===== config.mk =====
export PLATFORM = sky130hd
export DESIGN_NAME = collision_detector_flat
export DESIGN_NICKNAME = d
export VERILOG_FILES = /design/src/rtl/entity_pkg.sv /design/src/rtl/collision_detector_if.sv /design/src/rtl/aabb_overlap.sv /design/src/rtl/collision_detector.sv /design/src/flat_wrapper.sv
export SDC_FILE = /design/constraint.sdc
export NUM_CORES = 1
export LEC_CHECK = 0
export BUFFER_PORTS_ARGS = -buffer_cell sky130_fd_sc_hd__buf_2
export CAP_MARGIN = 25
export CELL_PAD_IN_SITES_DETAIL_PLACEMENT = 1
export CELL_PAD_IN_SITES_GLOBAL_PLACEMENT = 2
export CORE_ASPECT_RATIO = 1.5
export CORE_UTILIZATION = 25
export DETAILED_ROUTE_END_ITERATION = 12
export GPL_TIMING_DRIVEN = 0
export PLACE_DENSITY_LB_ADDON = 0.05
export SLEW_MARGIN = 30
export SYNTH_ARGS = -nofsm -noshare
export SYNTH_HDL_FRONTEND = slang
export SYNTH_HIERARCHICAL = 1
export SYNTH_SLANG_ARGS = --single-unit

===== constraint.sdc =====
create_clock -name clk -period 4.4 [get_ports clk]
set_input_delay 0.44 -clock clk [delete_from_list [all_inputs] [get_ports clk]]
set_output_delay 0.44 -clock clk [all_outputs]
set_load 0.03 [all_outputs]

===== src/rtl/entity_pkg.sv =====
// Shared entity record layout for shot/asteroid controllers and the collision detector.
// Latency: n/a (constants and types only).
// Backpressure: n/a.
package entity_pkg;

    // Entity record layout: [33] valid, [25:16] y position, [15:6] x position.
    localparam int ENTITY_SIZE = 34;
    localparam int VALID_BIT   = 33;
    localparam int YPOS_HI     = 25;
    localparam int YPOS_LO     = 16;
    localparam int XPOS_HI     = 15;
    localparam int XPOS_LO     = 6;
    localparam int COORD_W     = XPOS_HI - XPOS_LO + 1;

    // Collision detector scan sequencer states.
    typedef enum logic [1:0] {
        IDLE = 2'd0,
        SCAN = 2'd1,
        DONE = 2'd2
    } cd_state_t;

endpackage


===== src/rtl/collision_detector_if.sv =====
// Bundles the collision detector's frame tick, entity arrays and delete/status outputs.
// Latency: n/a (wiring only).
// Backpressure: none; start is a pulse, and deletes are strobes that the controllers must accept.
interface collision_detector_if
    import entity_pkg::*;
#(
    parameter int SHOT_COUNT     = 10,
    parameter int ASTEROID_COUNT = 4
);
    localparam int SHOT_AW = $clog2(SHOT_COUNT);
    localparam int AST_AW  = $clog2(ASTEROID_COUNT);

    logic                                       start;
    logic [SHOT_COUNT-1:0][ENTITY_SIZE-1:0]     shots_data;
    logic [ASTEROID_COUNT-1:0][ENTITY_SIZE-1:0] asteroids_data;
    logic                                       busy;
    logic                                       done;
    logic                                       delete_shot;
    logic [SHOT_AW-1:0]                         shot_address;
    logic                                       delete_asteroid;
    logic [AST_AW-1:0]                          asteroid_address;
`ifdef COLLISION_SCORE_EN
    logic [15:0]                                score;
`endif

    // Frame source / delete consumer side.
    modport master (
        output start, shots_data, asteroids_data,
        input  busy, done, delete_shot, shot_address, delete_asteroid, asteroid_address
`ifdef COLLISION_SCORE_EN
        , input score
`endif
    );

    // Collision detector side.
    modport slave (
        input  start, shots_data, asteroids_data,
        output busy, done, delete_shot, shot_address, delete_asteroid, asteroid_address
`ifdef COLLISION_SCORE_EN
        , output score
`endif
    );

endinterface


===== src/rtl/aabb_overlap.sv =====
// Combinational axis-aligned box overlap test between box A (A_SIZE edge) and box B (B_SIZE edge).
// Latency: 0 cycles (pure combinational).
// Backpressure: n/a.
module aabb_overlap
    import entity_pkg::*;
#(
    parameter int A_SIZE = 2,
    parameter int B_SIZE = 16
) (
    input  logic [COORD_W-1:0] a_x,
    input  logic [COORD_W-1:0] a_y,
    input  logic [COORD_W-1:0] b_x,
    input  logic [COORD_W-1:0] b_y,
    output logic               hit
);
    // One extra bit keeps the far edges from wrapping near the top of the coordinate range.
    localparam int EW = COORD_W + 1;

    logic [EW-1:0] a_x_lo, a_x_hi, a_y_lo, a_y_hi;
    logic [EW-1:0] b_x_lo, b_x_hi, b_y_lo, b_y_hi;

    assign a_x_lo = {1'b0, a_x};
    assign a_y_lo = {1'b0, a_y};
    assign b_x_lo = {1'b0, b_x};
    assign b_y_lo = {1'b0, b_y};
    assign a_x_hi = a_x_lo + EW'(A_SIZE - 1);
    assign a_y_hi = a_y_lo + EW'(A_SIZE - 1);
    assign b_x_hi = b_x_lo + EW'(B_SIZE - 1);
    assign b_y_hi = b_y_lo + EW'(B_SIZE - 1);

    // Inclusive edges: boxes that share a single pixel row/column count as touching.
    assign hit = (a_x_hi >= b_x_lo) && (a_x_lo <= b_x_hi) &&
                 (a_y_hi >= b_y_lo) && (a_y_lo <= b_y_hi);

endmodule


===== src/rtl/collision_detector.sv =====
// Per-frame shot/asteroid collision scan over a snapshot; issues paired delete strobes. Optional hit score: COLLISION_SCORE_EN.
// Latency: one pair (or one skipped invalid shot) per cycle; strobe one cycle after the hitting pair; done after the last pair.
// Backpressure: none; start is ignored while busy, delete strobes are fire-and-forget.
module collision_detector
    import entity_pkg::*;
#(
    parameter int SHOT_COUNT     = 10,
    parameter int ASTEROID_COUNT = 4,
    parameter int AST_SIZE       = 16,
    parameter int SHOT_SIZE      = 2
) (
    input  logic                clk,
    input  logic                reset_n,
    collision_detector_if.slave bus
);
    localparam int                SHOT_AW   = $clog2(SHOT_COUNT);
    localparam int                AST_AW    = $clog2(ASTEROID_COUNT);
    localparam logic [SHOT_AW-1:0] SHOT_LAST = SHOT_AW'(SHOT_COUNT - 1);
    localparam logic [AST_AW-1:0]  AST_LAST  = AST_AW'(ASTEROID_COUNT - 1);

    cd_state_t                                  state;
    logic [SHOT_COUNT-1:0][ENTITY_SIZE-1:0]     snap_shots;
    logic [ASTEROID_COUNT-1:0][ENTITY_SIZE-1:0] snap_asts;
    logic [SHOT_AW-1:0]                         s_idx;
    logic [AST_AW-1:0]                          a_idx;

    logic                busy_q;
    logic                done_q;
    logic                del_q;
    logic [SHOT_AW-1:0]  shot_addr_q;
    logic [AST_AW-1:0]   ast_addr_q;
`ifdef COLLISION_SCORE_EN
    logic [15:0]         score_q;
`endif

    logic [ENTITY_SIZE-1:0] cur_shot;
    logic [ENTITY_SIZE-1:0] cur_ast;
    logic                   boxes_touch;
    logic                   hit;
    logic                   shot_done;

    assign cur_shot = snap_shots[s_idx];
    assign cur_ast  = snap_asts[a_idx];

    aabb_overlap #(
        .A_SIZE (SHOT_SIZE),
        .B_SIZE (AST_SIZE)
    ) u_overlap (
        .a_x (cur_shot[XPOS_HI:XPOS_LO]),
        .a_y (cur_shot[YPOS_HI:YPOS_LO]),
        .b_x (cur_ast[XPOS_HI:XPOS_LO]),
        .b_y (cur_ast[YPOS_HI:YPOS_LO]),
        .hit (boxes_touch)
    );

    // Record bits outside valid/x/y carry controller-private data and play no part in collisions.
    logic unused_fields;
    assign unused_fields = ^{cur_shot[VALID_BIT-1:YPOS_HI+1], cur_shot[XPOS_LO-1:0],
                             cur_ast[VALID_BIT-1:YPOS_HI+1],  cur_ast[XPOS_LO-1:0]};

    // A hit needs both snapshot entries still alive; clearing valid on a hit enforces one kill per entity.
    assign hit       = cur_shot[VALID_BIT] && cur_ast[VALID_BIT] && boxes_touch;
    // The current shot is finished when it is dead, just scored, or has tried every asteroid.
    assign shot_done = !cur_shot[VALID_BIT] || hit || (a_idx == AST_LAST);

    // Scan sequencer: snapshot on start, walk shot/asteroid pairs, register strobes and done.
    always_ff @(posedge clk or negedge reset_n) begin
        if (!reset_n) begin
            state       <= IDLE;
            snap_shots  <= '0;
            snap_asts   <= '0;
            s_idx       <= '0;
            a_idx       <= '0;
            busy_q      <= 1'b0;
            done_q      <= 1'b0;
            del_q       <= 1'b0;
            shot_addr_q <= '0;
            ast_addr_q  <= '0;
`ifdef COLLISION_SCORE_EN
            score_q     <= '0;
`endif
        end else begin
            done_q <= 1'b0;
            del_q  <= 1'b0;
            unique case (state)
                IDLE: begin
                    if (bus.start) begin
                        snap_shots <= bus.shots_data;
                        snap_asts  <= bus.asteroids_data;
                        s_idx      <= '0;
                        a_idx      <= '0;
                        busy_q     <= 1'b1;
                        state      <= SCAN;
                    end
                end
                SCAN: begin
                    if (hit) begin
                        del_q                          <= 1'b1;
                        shot_addr_q                    <= s_idx;
                        ast_addr_q                     <= a_idx;
                        snap_shots[s_idx][VALID_BIT]   <= 1'b0;
                        snap_asts[a_idx][VALID_BIT]    <= 1'b0;
`ifdef COLLISION_SCORE_EN
                        if (score_q != 16'hFFFF) begin
                            score_q <= score_q + 16'd1;
                        end
`endif
                    end
                    if (shot_done) begin
                        a_idx <= '0;
                        if (s_idx == SHOT_LAST) begin
                            done_q <= 1'b1;
                            state  <= DONE;
                        end else begin
                            s_idx <= s_idx + 1'b1;
                        end
                    end else begin
                        a_idx <= a_idx + 1'b1;
                    end
                end
                DONE: begin
                    busy_q <= 1'b0;
                    state  <= IDLE;
                end
                default: begin
                    busy_q <= 1'b0;
                    state  <= IDLE;
                end
            endcase
        end
    end

    assign bus.busy             = busy_q;
    assign bus.done             = done_q;
    assign bus.delete_shot      = del_q;
    assign bus.delete_asteroid  = del_q;
    assign bus.shot_address     = shot_addr_q;
    assign bus.asteroid_address = ast_addr_q;
`ifdef COLLISION_SCORE_EN
    assign bus.score            = score_q;
`endif

endmodule


===== src/flat_wrapper.sv =====
// flat-port wrapper written by rule: the top's interface ports become plain ports
module collision_detector_flat import entity_pkg::*;
#(
    parameter int SHOT_COUNT     = 10,
    parameter int ASTEROID_COUNT = 4,
    parameter int AST_SIZE       = 16,
    parameter int SHOT_SIZE      = 2
)
  (clk, reset_n, bus_start, bus_shots_data, bus_asteroids_data, bus_busy, bus_done, bus_delete_shot, bus_shot_address, bus_delete_asteroid, bus_asteroid_address);
  collision_detector_if #(.SHOT_COUNT(SHOT_COUNT), .ASTEROID_COUNT(ASTEROID_COUNT)) bus_i ();
  input  logic clk;
  input  logic reset_n;
  input wire logic [$bits(bus_i.start)-1:0] bus_start;
  input wire logic [$bits(bus_i.shots_data)-1:0] bus_shots_data;
  input wire logic [$bits(bus_i.asteroids_data)-1:0] bus_asteroids_data;
  output wire logic [$bits(bus_i.busy)-1:0] bus_busy;
  output wire logic [$bits(bus_i.done)-1:0] bus_done;
  output wire logic [$bits(bus_i.delete_shot)-1:0] bus_delete_shot;
  output wire logic [$bits(bus_i.shot_address)-1:0] bus_shot_address;
  output wire logic [$bits(bus_i.delete_asteroid)-1:0] bus_delete_asteroid;
  output wire logic [$bits(bus_i.asteroid_address)-1:0] bus_asteroid_address;
  assign bus_i.start = bus_start;
  assign bus_i.shots_data = bus_shots_data;
  assign bus_i.asteroids_data = bus_asteroids_data;
  assign bus_busy = bus_i.busy;
  assign bus_done = bus_i.done;
  assign bus_delete_shot = bus_i.delete_shot;
  assign bus_shot_address = bus_i.shot_address;
  assign bus_delete_asteroid = bus_i.delete_asteroid;
  assign bus_asteroid_address = bus_i.asteroid_address;
  collision_detector #(.SHOT_COUNT(SHOT_COUNT), .ASTEROID_COUNT(ASTEROID_COUNT), .AST_SIZE(AST_SIZE), .SHOT_SIZE(SHOT_SIZE)) u_core (.clk(clk), .reset_n(reset_n), .bus(bus_i));
endmodule

# ---- Word-level counts from Yosys, hierarchy flattened
# Index checks and enable logic that the tools add are counted.
dict set report word_totals {
  reg_bits 493
  wordCells 99
  input_bits 479
}
dict set report op_classes {
  order_cmp 8
  n_eq_ne 8
  reduce_logical 18
  bitwise_logic 5
  n_mux 32
  add_sub_neg 6
}
# op n
set op_table {}
lappend op_table {{$mux 340} 2}
lappend op_table {{$pmux 340 s2} 1}
lappend op_table {{$and 340x340->340} 1}
lappend op_table {{$not 340->340} 1}
lappend op_table {{$mux 136} 2}
lappend op_table {{$pmux 136 s2} 1}
lappend op_table {{$and 136x136->136} 1}
lappend op_table {{$bmux 34 s4} 1}
lappend op_table {{$demux 34 s4} 1}
lappend op_table {{$mux 34} 4}
lappend op_table {{$not 136->136} 1}
lappend op_table {{$bmux 34 s2} 1}
lappend op_table {{$demux 34 s2} 1}
lappend op_table {{$add 10x1->11 const B} 2}
lappend op_table {{$add 10x4->11 const B} 2}
lappend op_table {{$ge 11x10->1} 2}
lappend op_table {{$le 10x11->1} 2}
lappend op_table {{$mux 4} 3}
lappend op_table {{$mux 2} 5}
lappend op_table {{$pmux 2 s2} 2}
lappend op_table {{$pmux 4 s2} 1}
lappend op_table {{$logic_and 1x1->1} 7}
lappend op_table {{$mux 1} 6}
lappend op_table {{$ne 2x1->1 const B} 3}
lappend op_table {{19 further kinds} 24}

# ---- Longest topological paths before layout
# Gate-level depths: netlist of run 1.
dict set report depth {
  word_depth 12
  mapped_depth 22
  ltp_nobuf 18
}

# ---- Cells and area by module
# The synthesis of run 1 kept the hierarchy.
# mod n_inst cells_each area_each_um2
set by_module_without_submodules {}
lappend by_module_without_submodules {collision_detector 1 892 13952.1}
lappend by_module_without_submodules {aabb_overlap 1 200 1498.9}

# ---- Worst setup path after synthesis of run 1
# OpenSTA, ideal clock, no wires.
dict set report synth_timing {
  path_kind {register -> register}
  start {reg u_core.s_idx[0]}
  end {reg u_core.ast_addr_q[1], in the netlist u_core/bus.asteroid_address[1]}
  arrival_ps 4291
  setup_ps 125
  path_stages_with_launch 21
  t_required_ps 4275
  path_slack_ps -16
  n_path_buf 4
  path_cell_list {dfrtp_1 > buf_2 > buf_4 > buf_2 > mux4_2 > mux2i_1 > o22ai_1 > ha_1 > and3_1 > nand3_1 > xnor2_1 > ha_1 > and4_1 > o21ai_0 > o21ai_0 > a31oi_1 > nor4_2 > nand3_1 > a31oi_1 > buf_2 > mux2_2}
}
dict set report synth_via {
  elab_chain_len 9
  word_cells_on_any_way 14
  cone_classes {2 x add/sub; 4 x order compare; 2 x mux; 6 x reduce/logical}
}
# element line
set synth_lines {}
lappend synth_lines {{start, declared} collision_detector.sv:24} ;# logic [SHOT_AW-1:0] s_idx;
lappend synth_lines {{start signal, assigned} collision_detector.sv:115} ;# s_idx <= s_idx + 1'b1;
lappend synth_lines {{$bmux 34 s4 *} collision_detector.sv:42} ;# assign cur_shot = snap_shots[s_idx];
lappend synth_lines {{$mux 34 (implied by the code) *} collision_detector.sv:42}
lappend synth_lines {{named net u_core.cur_shot[6]} collision_detector.sv:36} ;# logic [ENTITY_SIZE-1:0] cur_shot;
lappend synth_lines {{$add 10x1->11} aabb_overlap.sv:26} ;# assign a_x_hi = a_x_lo + EW'(A_SIZE - 1);
lappend synth_lines {{$ge 11x10->1} aabb_overlap.sv:32} ;# assign hit = (a_x_hi >= b_x_lo) && (a_x_lo <= b_x_hi) &&
lappend synth_lines {{$logic_and 1x1->1 * (2 in series)} aabb_overlap.sv:32}
lappend synth_lines {{$logic_and 1x1->1 *} aabb_overlap.sv:33} ;# (a_y_hi >= b_y_lo) && (a_y_lo <= b_y_hi);
lappend synth_lines {{named net u_core.boxes_touch} collision_detector.sv:38} ;# logic boxes_touch;
lappend synth_lines {{$logic_and 1x1->1 *} collision_detector.sv:62} ;# assign hit = cur_shot[VALID_BIT] && cur_ast[VALID_BIT] && boxes_touch;
lappend synth_lines {{$reduce_and 2->1 (no source line) *} n/a}
lappend synth_lines {{end signal, assigned} collision_detector.sv:100} ;# ast_addr_q <= a_idx;
lappend synth_lines {{end, declared} collision_detector.sv:31} ;# logic [AST_AW-1:0] ast_addr_q;
# Mark *: on every way through the listed nets, which the timed path passes. The rest lies on a longest branch. The select of a mux whose other input is x is not followed.
# A chain may end at the register's enable or synchronous reset.

# ---- Final worst setup path of run 1
dict set report layout_timing {
  start {reg u_core.s_idx[0]}
  end {reg u_core.shot_addr_q[0], in the netlist u_core/bus.shot_address[0]}
}
dict set report layout_via {
  word_cells_on_any_way 14
  cone_classes {2 x add/sub; 4 x order compare; 2 x mux; 6 x reduce/logical}
}
# element line
set layout_lines {}
lappend layout_lines {{$bmux 34 s4 *} collision_detector.sv:42}
lappend layout_lines {{$mux 34 (implied by the code) *} collision_detector.sv:42}
lappend layout_lines {{named net u_core.cur_shot[22]} collision_detector.sv:36}
lappend layout_lines {{$add 10x1->11} aabb_overlap.sv:27} ;# assign a_y_hi = a_y_lo + EW'(A_SIZE - 1);
lappend layout_lines {{$ge 11x10->1} aabb_overlap.sv:33}
lappend layout_lines {{$logic_and 1x1->1} aabb_overlap.sv:32}
lappend layout_lines {{$logic_and 1x1->1 *} aabb_overlap.sv:33}
lappend layout_lines {{named net u_core.boxes_touch} collision_detector.sv:38}
lappend layout_lines {{$logic_and 1x1->1 *} collision_detector.sv:62}
lappend layout_lines {{$reduce_and 2->1 (no source line) *} n/a}
lappend layout_lines {{end signal, assigned} collision_detector.sv:99} ;# shot_addr_q <= s_idx;
lappend layout_lines {{end, declared} collision_detector.sv:30} ;# logic [SHOT_AW-1:0] shot_addr_q;
# Marked as above.

==> results of run 1 <==
area by class of cell:
type	count	area, sq um
tap	791	990
sequential	311	7780
timing repair buffer	362	2090
inverter	29	109
clock buffer	56	1100
clock inverter	13	163
buffer	66	531
fill	6566	40600
multi-input combinational	686	7750
antenna	6	15.0
registers in the layout (all words and copies together) (netlist names):
register	cells
u_core/a_idx	2
u_core/bus.shot_address	4
u_core/bus.asteroid_address	2
u_core/s_idx	4
u_core/snap_shots	210
u_core/bus.delete_asteroid	1
u_core/bus.done	1
u_core/snap_asts	84
u_core/state	2
u_core/bus.busy	1
synthesized netlist by cell type, drive strengths merged (9+ instances only):
cell / count / area, sq um
dfrtp: 311 / 7780
mux2: 290 / 3270
mux4: 62 / 1400
ha: 52 / 651
buf: 46 / 249
mux2i: 40 / 400
nand2: 40 / 153
inv: 29 / 109
xnor2: 25 / 219
o22ai: 24 / 150
o21ai: 22 / 110
clkbuf: 20 / 75.1
nand3: 19 / 100
a22o: 15 / 131
nor2: 13 / 48.8
a21o: 9 / 67.6
a21oi: 9 / 45.0
worst min-delay path by stage:
stage,from,endpoint,slack (ns),depth (start not counted)
4_1_cts,bus_shots_data[218],u_core/snap_shots[218],0.06,2
6_report,bus_shots_data[315],u_core/snap_shots[315],0.11,2
3_3_place_gp,u_core/bus.busy,u_core/bus.busy,0.46,1
3_5_place_dp,reset_n,u_core/snap_asts[58],0.39,1
5_1_grt,bus_shots_data[218],u_core/snap_shots[218],0.07,2
2_1_floorplan,reset_n,u_core/a_idx[0],0.14,0
per-stage QoR:
step | hold WS [ns] | setup TNS [ns]
floorplan | 0.144 | 0
global placement | 0.459 | -1228.38
detailed placement | 0.394 | -41.85
CTS | 0.0647 | -3.98
global route | 0.0734 | -7.74
finish | 0.105 | -3.57
worst max-delay path, delay by kind of cell (launching register included):
kind                     cells  cell delay [ns]
AO/OA/AOI/OAI                6             1.32
adder cells (fa/ha/maj)      1             0.35
buffers and inverters        6             0.83
flip-flops                   1             0.37
multiplexers                 3             1.06
AND/OR/NAND/NOR              2             0.49
layer usage:
layer,routed length [um],vias up
met5,337,-
met3,3670,126
met1,23300,5607
met2,29900,262
met4,1410,54
li1,-,4875
cells by family (layout without fill, tap and decap cells):
| family | count (synthesis) | in the layout | synth area share [%] |
|---|---|---|---|
| AOI/OAI and AO/OA | 101 | 101 | 4.53 |
| DFF | 311 | 311 | 50.4 |
| other | 0 | 6 | 0 |
| and+or+nand+nor | 109 | 109 | 3.51 |
| muxes | 392 | 392 | 32.8 |
| xor gates and xnor gates | 32 | 32 | 1.81 |
| adders and majority gates | 52 | 52 | 4.21 |
| buffers and inverters | 95 | 526 | 2.80 |
power breakdown:
group / switching [mW] / internal [mW] / total, mW
clock network: 1.32 / 1.92 / 3.24
registers: 0.734 / 4.27 / 5.00
logic: 4.45 / 4.63 / 9.08
what timing repair did:
item / 4_1_cts / 5_1_grt
endpoints found under the hold margin: 50 / 0
pin swaps: 28 / 32
gates cloned: 2 / 0
buffers inserted: 42 / 6
resized for setup: 145 / 37
hold buffers: 1 / 0
endpoints found under the setup margin: 30 / 30
==> results.json, run 1 <==
{
  "grt_usage_pct": 19.1,
  "seq_area_frac_synth_pct": 50.4,
  "path_cells": "buf_6, buf_12, buf_16, buf_4, buf_12, mux4_2, mux2i_2, o22ai_2, ha_1, a21o_1, a21o_1, a221oi_2, a311oi_4, nor4_4, nand3_2, a31oi_4, buf_6, mux2_4",
  "place_area_sq_um": 18100,
  "avgViaCountPerCell": 4.71,
  "placed_cells": 2194,
  "cp-endpoint": "u_core/bus.shot_address[0]",
  "first_pass_iters": 4,
  "dieArea_sq_um": 62800,
  "grt-ovfl-total": 0,
  "port_buffers": 306,
  "r2r_start": "u_core/s_idx[0]",
  "num_rows": 111,
  "vdd_ir_drop_max_v": 0.000266,
  "grt.met3_usage_pct": 5.93,
  "hpwl_um": 44300,
  "met2_usage_pct": 33.8,
  "fmax_ghz": 0.218,
  "drt_first_iter_violations": 221,
  "final_layout_size_suffix_gt1_share_pct": 59.6,
  "crit_path_max_fanout": 7,
  "worstRegToRegCells": 18,
  "hold_path_class": "in -> reg",
  "place_ws_ns": -1.59,
  "core_sq_um": 61100,
  "die_w_um": 205,
  "syn_nets": 1623,
  "initial_core_util_pct": 25.3,
  "antenna_left": 0,
  "die_h_um": 306,
  "synth_enable_flop_cells": 0,
  "final_cell_mix": "buf_2, dfrtp_1, mux2_2",
  "cts_buffer_depth": 3,
  "num_vias": 10924,
  "p_per_area_nw_per_um2": 844,
  "io_pins": 489,
  "final_area_sq_um": 20500,
  "nets": 2026,
  "required_ns": 4.83,
  "antenna_found_initial": 35,
  "fin_skew_ns": 0.0194,
  "crit_arrival_ns": 5.02,
  "slowest_delay_ns": 0.51,
  "leakage_nw": 9.23,
  "maxSlewHeadroom_pct": 45.3,
  "yosys_warnings": 6,
  "insertion_delay_ns": 0.56,
  "crit_path_start": "u_core/s_idx[0]",
  "setup_ws_ns": -0.189,
  "rsz0062_at_grt": "true",
  "startpoint_type": "flip-flop",
  "fin_util_pct": 33.6,
  "numCtsBuffers": 39,
  "busiest_layer": "met2",
  "drv_cap": 0,
  "post-route-period-util_pct": 104,
  "synth-seq-cells": 311,
  "hold_viol": 0,
  "design_power_total_mw": 17.3,
  "layout_min_cycle_time_ns": 4.59,
  "endpoint_kind": "flip-flop",
  "syn_area_per_cell_sq_um": 14.1,
  "rr_endpoint": "u_core/bus.shot_address[0]",
  "grt_max_degree": 79,
  "rrSetupSlack_ns": -0.19,
  "grt_pass1_vias": 12561,
  "dominantRegCellSynth": "dfrtp_1",
  "setup_viol": 26,
  "stdcell_count": 2320,
  "wl_per_cell_um": 25.3,
  "clk_pin_slew_ns": 0.06,
  "cts.sinks": 311,
  "syn2layout_area_growth_pct": 32.9,
  "root_buffer": "clkbuf_16",
  "grt_pass1_wl_um": 86300,
  "cp_slowest_cell": "mux4_2",
  "h-tree-depth": 2,
  "syn-instance-count": 1092,
  "drc": 0,
  "outcome": "complete, but fails checks",
  "globalplace.congestion": 0.742,
  "report.final.slew_viol_count": 0,
  "worst_slew_pin_slew_ns": 0.821,
  "use_met1_pct": 22.3,
  "violations": "negative setup slack",
  "async_flop_share_pct": 100,
  "postRouteWirelength_um": 58700,
  "yosysUniqueCellTypes": 48,
  "worstSetupPathType": "reg -> reg",
  "layout_commonest_cell": "buf_2",
  "netlist_area_sq_um": 15500,
  "cts_tree": "built"
}
Power figures use the tool's default switching activity.
==> inputs of run 2 (changes only) <==
--- a/config.mk
+++ b/config.mk
@@ -7,8 +7,8 @@
 export LEC_CHECK = 0
 export BUFFER_PORTS_ARGS = -buffer_cell sky130_fd_sc_hd__buf_2
 export CAP_MARGIN = 25
-export CELL_PAD_IN_SITES_DETAIL_PLACEMENT = 1
-export CELL_PAD_IN_SITES_GLOBAL_PLACEMENT = 2
+export CELL_PAD_IN_SITES_DETAIL_PLACEMENT = 0
+export CELL_PAD_IN_SITES_GLOBAL_PLACEMENT = 1
 export CORE_ASPECT_RATIO = 1.5
 export CORE_UTILIZATION = 25
 export DETAILED_ROUTE_END_ITERATION = 12
==> run 2 against run 1 <==
Compared with the run above:
- the run still ends with negative setup slack left
- maximum frequency down 1.3%
- flip-flop and latch count unchanged
- sequential power about the same
- routed wire length down 3.7%
- largest cell class unchanged
==> results.json, run 2 (same netlist as run 1, synthesis figures left out) <==
{
  "setup_viol": 28,
  "clk_pin_slew_ns": 0.06,
  "largest-register": "u_core/snap_shots",
  "slowest_delay_ns": 0.55,
  "design_power_total_mw": 16.8,
  "placed_cells": 2193,
  "met2_usage_pct": 32.6,
  "crit_path_frequent_cell": "buf_6",
  "num_rows": 111,
  "hold_ws_ns": 0.116,
  "startpoint_type": "flip-flop",
  "core_sq_um": 61100,
  "nets": 2018,
  "cts_buffer_depth": 3,
  "fill_cells": 6239,
  "grt-ovfl-total": 0,
  "num_vias": 10744,
  "drc": 0,
  "fin_util_pct": 33.1,
  "violations": "negative setup slack",
  "crit_arrival_ns": 5.07,
  "root_buffer": "clkbuf_16",
  "rsz0062_at_grt": "true",
  "grt_max_degree": 75,
  "first_pass_iters": 4,
  "power.share.sequential_pct": 29.9,
  "cts_tree": "built",
  "busiest_layer": "met2",
  "place_area_sq_um": 18100,
  "vdd_ir_drop_max_v": 0.000333,
  "fin_skew_ns": 0.0166,
  "layout_min_cycle_time_ns": 4.65,
  "clock_power_share_pct": 17.2,
  "die_w_um": 205,
  "power.switching_mw": 6.32,
  "wl_per_cell_um": 24.5,
  "antenna_found_initial": 24,
  "place_ws_ns": -1.69,
  "grt_pass1_wl_um": 82100,
  "worstSetupPathType": "reg -> reg",
  "postRouteWirelength_um": 56500,
  "io_pins": 489,
  "insertion_delay_ns": 0.55,
  "leakage_nw": 9.10,
  "final_area_sq_um": 20200,
  "grt_usage_pct": 18.2,
  "grt_pass1_vias": 11999,
  "hold_viol": 0,
  "fmax_ghz": 0.215,
  "endpoint_kind": "flip-flop",
  "largest_reg_flops": 210,
  "hold_path_class": "in -> reg",
  "cts.sinks": 311,
  "worst_slew_pin_slew_ns": 0.802,
  "intPower_mw": 10.4,
  "numCtsBuffers": 37,
  "seq_area_sq_um": 7780,
  "antenna_left": 0,
  "comb_power_share_pct": 52.9,
  "stdcell_count": 2304,
  "final_cell_mix": "buf_2, dfrtp_1, mux2_2",
  "layout_commonest_cell": "buf_2",
  "path_buf_inv": 6,
  "grt.met3_usage_pct": 5.02,
  "fin_setup_tns_ns": -5.37,
  "syn2layout_area_growth_pct": 31.0,
  "crit_family": "compound AO/OA/AOI/OAI gates",
  "report.final.slew_viol_count": 0,
  "port_buffers": 306,
  "h-tree-depth": 2,
  "multi_input_area_sq_um": 7700,
  "avgViaCountPerCell": 4.66,
  "switching_share_pct": 37.7,
  "drt_first_iter_violations": 351,
  "hpwl_um": 43000,
  "final_layout_size_suffix_gt1_share_pct": 58.3,
  "drv_cap": 0,
  "required_ns": 4.82,
  "outcome": "complete, but fails checks",
  "p_per_area_nw_per_um2": 828,
  "maxSlewHeadroom_pct": 46.5,
  "use_met1_pct": 21.2,
  "largestRegisters": "u_core/snap_shots (210), u_core/snap_asts (84)",
  "globalplace.congestion": 0.773,
  "cp_slowest_cell": "mux4_2",
  "crit_path_max_fanout": 8,
  "post-route-period-util_pct": 106,
  "setup_ws_ns": -0.251,
  "path_cells": "buf_6, buf_12, buf_12, mux4_2, mux2i_4, o22ai_4, and4_4, buf_4, and2_4, nand3_4, nor2_2, xor2_1, ha_1, o211ai_1, o221a_1, nor4_4, buf_6, nand3_4, a31oi_4, buf_6, o22ai_2, a22o_1",
  "dieArea_sq_um": 62800,
  "die_h_um": 306,
  "initial_core_util_pct": 25.3
}
[run 2: cell count changes in the layout (fill, tap and decap cells not counted), moves of 3 or more]
cell	previous run	this run
buf_2	333	336
buf_4	49	40
buf_6	9	13
bufinv_16	3	0
clkbuf_8	12	9
clkinv_2	8	3
o21ai_0	8	13
o21ai_2	10	4
[run 2: area by class of cell]
class	instances	area share (%)
multi-input cells	686	38.1
well taps	791	4.89
inverters	29	0.538
repair buffers	357	10.2
clock buffers	54	5.19
plain buffers	65	2.45
flip-flops and latches	311	38.5
diodes	6	0.0742
clock inverters	5	0.161
[run 2: per-layer routing]
| layer | vias up | routed length [um] |
|---|---|---|
| met1 | 5484 | 22600 |
| met4 | 36 | 938 |
| met5 | - | 213 |
| li1 | 4870 | - |
| met2 | 268 | 29300 |
| met3 | 86 | 3450 |
[run 2: worst register-to-register path, cell delays in order, from the launching register on]
cell      delay (ns)
dfrtp_1         0.37
buf_6           0.13
buf_12          0.15
buf_12          0.16
mux4_2          0.56
mux2i_4         0.27
o22ai_4         0.16
and4_4          0.21
buf_4           0.13
and2_4          0.17
nand3_4         0.08
nor2_2          0.04
xor2_1          0.14
ha_1            0.32
o211ai_1        0.09
o221a_1         0.30
nor4_4          0.23
buf_6           0.16
nand3_4         0.07
a31oi_4         0.28
buf_6           0.20
o22ai_2         0.10
a22o_1          0.22
[run 2: power by group through the flow]
stage / sequential, mW / combinational [mW] / clock, mW
after CTS: 5.03 / 8.63 / 3.02
after global placement: 5.04 / 7.49 / 0
after detailed placement: 5.07 / 7.56 / 0
after floorplan: 4.82 / 5.36 / 0
final: 5.01 / 8.85 / 2.88
after global routing: 5.22 / 9.71 / 3.11
[run 2: path summary, 6_finish.rpt]
kind                                        startpoint  slack, ns  cells past startpoint                     end
worst max-delay path                   u_core/s_idx[0]      -0.25                     22   u_core/snap_asts[101]
worst min-delay path               bus_shots_data[313]       0.12                      2  u_core/snap_shots[313]
worst max register to register         u_core/s_idx[0]      -0.25                     22   u_core/snap_asts[101]
worst min register to register  u_core/snap_shots[101]       0.49                      1  u_core/snap_shots[101]
max in group asynchronous                      reset_n       2.78                      4   u_core/snap_shots[24]
min in group asynchronous                      reset_n       0.47                      2  u_core/snap_shots[213]
[run 2: what timing repair did]
action / 4_1_cts / 5_1_grt
resized for setup: 108 / 50
gates cloned: 1 / 1
hold buffers: 1 / 0
setup endpoints to repair: 30 / 30
pin swaps: 14 / 25
setup buffers: 21 / 25
endpoints found under the hold margin: 72 / 0
